===== config.mk =====
export PLATFORM = sky130hd
export DESIGN_NAME = bean_tracker
export DESIGN_NICKNAME = d
export VERILOG_FILES = /design/src/rtl/bean_tracker.sv
export SDC_FILE = /design/constraint.sdc
export NUM_CORES = 2
export LEC_CHECK = 0
export CORE_AREA = 2 2 489 491
export CTS_CLUSTER_SIZE = 25
export DETAILED_ROUTE_END_ITERATION = 12
export DIE_AREA = 0 0 491 493
export HOLD_SLACK_MARGIN = 0.1
export SYNTH_ARGS = -nofsm -noshare
export SYNTH_HDL_FRONTEND = slang
export SYNTH_SLANG_ARGS = --single-unit

===== constraint.sdc =====
create_clock -name clk -period 9.2 [get_ports clk]
set_clock_uncertainty 0.05 [all_clocks]
set_input_delay 2.3 -clock clk [delete_from_list [all_inputs] [get_ports clk]]
set_output_delay 2.3 -clock clk [all_outputs]
set_load 0.03 [all_outputs]

===== src/rtl/bean_tracker.sv =====
// bean_tracker: owns the 40x30 bean occupancy map shown by the display.
// Each game tick it looks up the tile under Pacman's sprite centre.
// If that tile holds a bean, it eats the bean, bumps the score and
// counts down the remaining beans. all_eaten flags an empty map.
module bean_tracker #(
  parameter int COLS       = 40,
  parameter int ROWS       = 30,
  parameter int TILE_SHIFT = 4,
  parameter int SPR_HALF   = 16,
  parameter logic [COLS*ROWS-1:0] INIT_MAP = '0,
  parameter int BEAN_TOTAL = 0
) (
  input  logic                 clk,
  input  logic                 clrn,
  input  logic                 tick,
  input  logic                 restart,
  input  logic                 over,
  input  logic [9:0]           PacX,
  input  logic [8:0]           PacY,
  output logic [COLS*ROWS-1:0] beanmap,
  output logic [10:0]          score,
  output logic                 eat_pulse,
  output logic                 all_eaten,
  output logic                 busy
);

  typedef enum logic [1:0] {
    IDLE  = 2'd0,
    LATCH = 2'd1,
    CHECK = 2'd2
  } state_t;

  localparam logic [10:0] SCORE_MAX  = 11'h7FF;
  localparam logic [10:0] TOTAL_INIT = 11'(BEAN_TOTAL);

  state_t      state;
  logic [10:0] cx;
  logic [9:0]  cy;
  logic [10:0] idx;
  logic        valid;
  logic [10:0] remaining;

  logic [6:0]  col;
  logic [5:0]  row;
  logic        next_valid;
  logic [10:0] next_idx;

  // Tile coordinates of the latched sprite centre and the matching map index.
  // The product uses only the row/col bits that can be in range; out-of-range
  // tiles are caught by next_valid, so the index is never trusted for them.
  always_comb begin
    col        = 7'(cx >> TILE_SHIFT);
    row        = 6'(cy >> TILE_SHIFT);
    next_valid = (32'(col) < COLS) && (32'(row) < ROWS);
    next_idx   = 11'(row[4:0]) * 11'(COLS) + 11'(col[5:0]);
  end

  // Lookup FSM with registered outputs; restart behaves exactly like reset.
  always_ff @(posedge clk) begin
    if (!clrn || restart) begin
      state     <= IDLE;
      beanmap   <= INIT_MAP;
      score     <= '0;
      remaining <= TOTAL_INIT;
      all_eaten <= (TOTAL_INIT == 11'd0);
      eat_pulse <= 1'b0;
      busy      <= 1'b0;
      cx        <= '0;
      cy        <= '0;
      idx       <= '0;
      valid     <= 1'b0;
    end else begin
      eat_pulse <= 1'b0;
      case (state)
        IDLE: begin
          if (tick && !over && !all_eaten) begin
            cx    <= {1'b0, PacX} + 11'(SPR_HALF);
            cy    <= {1'b0, PacY} + 10'(SPR_HALF);
            busy  <= 1'b1;
            state <= LATCH;
          end
        end
        LATCH: begin
          idx   <= next_idx;
          valid <= next_valid;
          state <= CHECK;
        end
        CHECK: begin
          if (valid && beanmap[idx]) begin
            beanmap[idx] <= 1'b0;
            if (score != SCORE_MAX) begin
              score <= score + 11'd1;
            end
            remaining <= remaining - 11'd1;
            all_eaten <= (remaining == 11'd1);
            eat_pulse <= 1'b1;
          end
          busy  <= 1'b0;
          state <= IDLE;
        end
        default: begin
          busy  <= 1'b0;
          state <= IDLE;
        end
      endcase
    end
  end

endmodule


==> metrics.txt <==
Peak VDD IR=0.000124 V; worst relative slew slack=13.5%; Post-synth EDFFs=0; DRT Wirelength=318000 um; main area contributors after synthesis=dfxtp_1, a21oi_2, mux2i_1; Cell Pwr Density=160 nW/um^2; Initial Util=22.1%; Fmax=136 MHz; max_cap viols=0; Pre-antenna DRT Iters=8; Yosys top cell by area=dfxtp_1; final core occ=30.4%; total vias in the final route=49313; initial antenna violation count=34; CTS Hold Bufs=0; total core area=237000 sq um; area of the die=242000 sq um; clock share of power=51.9%; part of the power in registers=47.1%; kind of critical path=flip-flop to flip-flop; vias in the first global route=46834; final setup fails=0; Met1 Wirelength=126000 um; worst-skew pair later-pin latency=0.81 ns; Crit path buffers/inverters=2; CP cell instances=nand4b_1 > buf_4 > o22ai_1 > nor4_1 > nand2_1 > a22oi_1 > a41oi_1 > or2_1 > o31a_4 > and3_4 > buf_4 > a21oi_1; Sw Ratio=23.5%; CP Launch Type=flip-flop; Fill cells=24648; Resize count post-CTS=0; Worst Path Arrival=7.94 ns; CP max stage cell=dfxtp_1; Inserted Clock Buffers=144; minimum clock period=7.35 ns; gr ovfl total=0; Slew Viols, Final=0; GPL Wtd Cong=0.892; CP Capture Type=flip-flop; Iter 0 DRT Violations=5292; root buf cell=clkbuf_16; area grow syn2layout=37.6%; crit share post-route=79.9%; Final Hold Vio Count=0; Net Sw Power=2.71 mW; Internal=8.81 mW; Cell Area, Synth=52400 sq um; worst endpoint required time=9.79 ns; first-pass GRT wire length=417000 um; Post-CTS Setup Bufs=0; Synth Flop Type=dfxtp_1; Crit path largest cell delay=1.17 ns; synth unique cells=63; total number of H-tree levels=4; post-synthesis sequential area ratio=47.8%; clk sinks=1252; Leak=22.3 nW; global-route usage over all layers=24.9%; Pwr Total=11.5 mW; largest net degree at the start of global routing=201; Die Span Y=493 um; Rows=179; met2 routed WL=139000 um; Worst Max-Slew Pin Slew=1.30 ns; Vias per Instance=5.02; wire per inst=32.4 um; Yosys top cell area share=47.8%; IO buf count=1229; Hold Path Class=flip-flop to flip-flop; Top delay family on crit path=simple AND/OR/NAND/NOR gates; CP Max Fanout=43; Seq cells post-synth=1252; Warnings, synthesis=0; Async S/R FF share, synth=0%; die width=491 um; setup tns final=0 ns; Post-Syn Instances=5557; average size of a mapped cell=9.44 sq um; met3 WL=32100 um; drt drc=0; clock transition at the registers of the reported paths=0.06 ns; CP most frequent cell=buf_4; antenna viol nets, final=0; DR top layer=met5; Net count, final=6572; status=finished, final reports clean; unrepaired setup endpoints after global routing=false; Comb pwr share=1.0%; CTS tree=built; layout cells sized above 1=18.2%; Synth Net Count=5597; HPWL after DPL=222000 um; Ports=1238; clk buf depth=3
[worst min-delay path, cell delays in order, from the launching register on]
cell     delay [ns]
dfxtp_1        0.32
nand2_1        0.05
a21oi_1        0.03
[per-stage QoR]
stage                     instances  area [sq um]  setup WS (ns)  hold slack, ns
after CTS                      9814         72100           2.04           0.396
after detailed placement       9553         67200           2.04           0.387
after floorplan                5557         52400           5.44           0.382
final                          9821         72100           1.85           0.394
after global routing           9815         72100           1.89           0.407
after global placement         9553         67200           2.13           0.381
[cell families (layout without fill, tap and decap cells)]
group	count (synthesis)	in the layout	share of synthesized area, %
AO/OA/AOI/OAI	1582	1582	21.3
XOR/XNOR	15	15	0.251
adder cells (fa/ha/maj)	16	16	0.410
buffers and inverters	545	1635	6.07
flip-flops	1252	1252	47.8
multiplexers	584	584	11.7
other	0	7	0
AND/OR/NAND/NOR	1563	1563	12.5
[synth_stat cells, types with 14 or more instances]
| master | n |
|---|---|
| buf_4 | 26 |
| nor2_1 | 75 |
| nand3_1 | 14 |
| o22ai_1 | 276 |
| and3_1 | 27 |
| a21oi_1 | 508 |
| mux2i_1 | 562 |
| a21oi_2 | 720 |
| clkbuf_1 | 278 |
| a22oi_1 | 22 |
| mux4_2 | 22 |
| nand2_1 | 1277 |
| dfxtp_1 | 1252 |
| ha_1 | 14 |
| buf_6 | 120 |
| nor4_1 | 73 |
| buf_2 | 110 |
[layout make-up]
cell class              count  area (sq um)  share of cell area, %
clock inverters            56           754                   1.05
well taps                3167          3960                   5.49
clock buffers             205          4130                   5.73
multi-input cells        3760         24700                   34.3
diodes                      7          17.5                 0.0243
repair buffers           1364         13400                   18.6
inverters                  10          37.5                 0.0520
flip-flops and latches   1252         25100                   34.7
[state kept, by name, summed over array words and instances, names as in the netlist]
signal	flops
beanmap	1200
score	11
remaining	11
eat_pulse	1
cx	7
valid	1
idx	11
all_eaten	1
busy	1
cy	6
state	2
[power by group through the flow]
stage	logic, mW	clock network (mW)	registers (mW)
floorplan	0.0756	0	5.54
global route	0.123	6.27	5.42
global placement	0.112	0	5.54
detailed placement	0.114	0	5.54
finish	0.116	5.98	5.42
CTS	0.114	6.06	5.42
[per-layer routing]
layer	GRT usage [%]	vias to the layer above
met5	0	-
met3	7.63	756
met1	30.9	24217
met2	38.6	3061
met4	13.5	4
li1	-	21275
[placed cells by master, fill, tap and decap left out, types with 36 or more instances in the layout]
cell             instances
o22ai_1                276
clkbuf_16              144
nor2_1                  36
clkdlybuf4s50_1       1229
nand2_1               1276
buf_4                  125
nor4_1                  72
mux2i_1                562
a21oi_1                508
dfxtp_1               1250
a21oi_2                720
[path summary, 6_finish.rpt]
check,start,end,slack [ns],depth (start not counted)
worst max-delay path,idx[2]$_SDFFE_PP0N_,beanmap[1131]$_SDFFE_PP0P_,1.85,12
worst min register to register,beanmap[174]$_SDFFE_PP0P_,beanmap[174]$_SDFFE_PP0P_,0.39,2
worst max register to register,idx[2]$_SDFFE_PP0N_,beanmap[1131]$_SDFFE_PP0P_,1.85,12
worst min-delay path,beanmap[174]$_SDFFE_PP0P_,beanmap[174]$_SDFFE_PP0P_,0.39,2
Power figures use the tool's default switching activity.
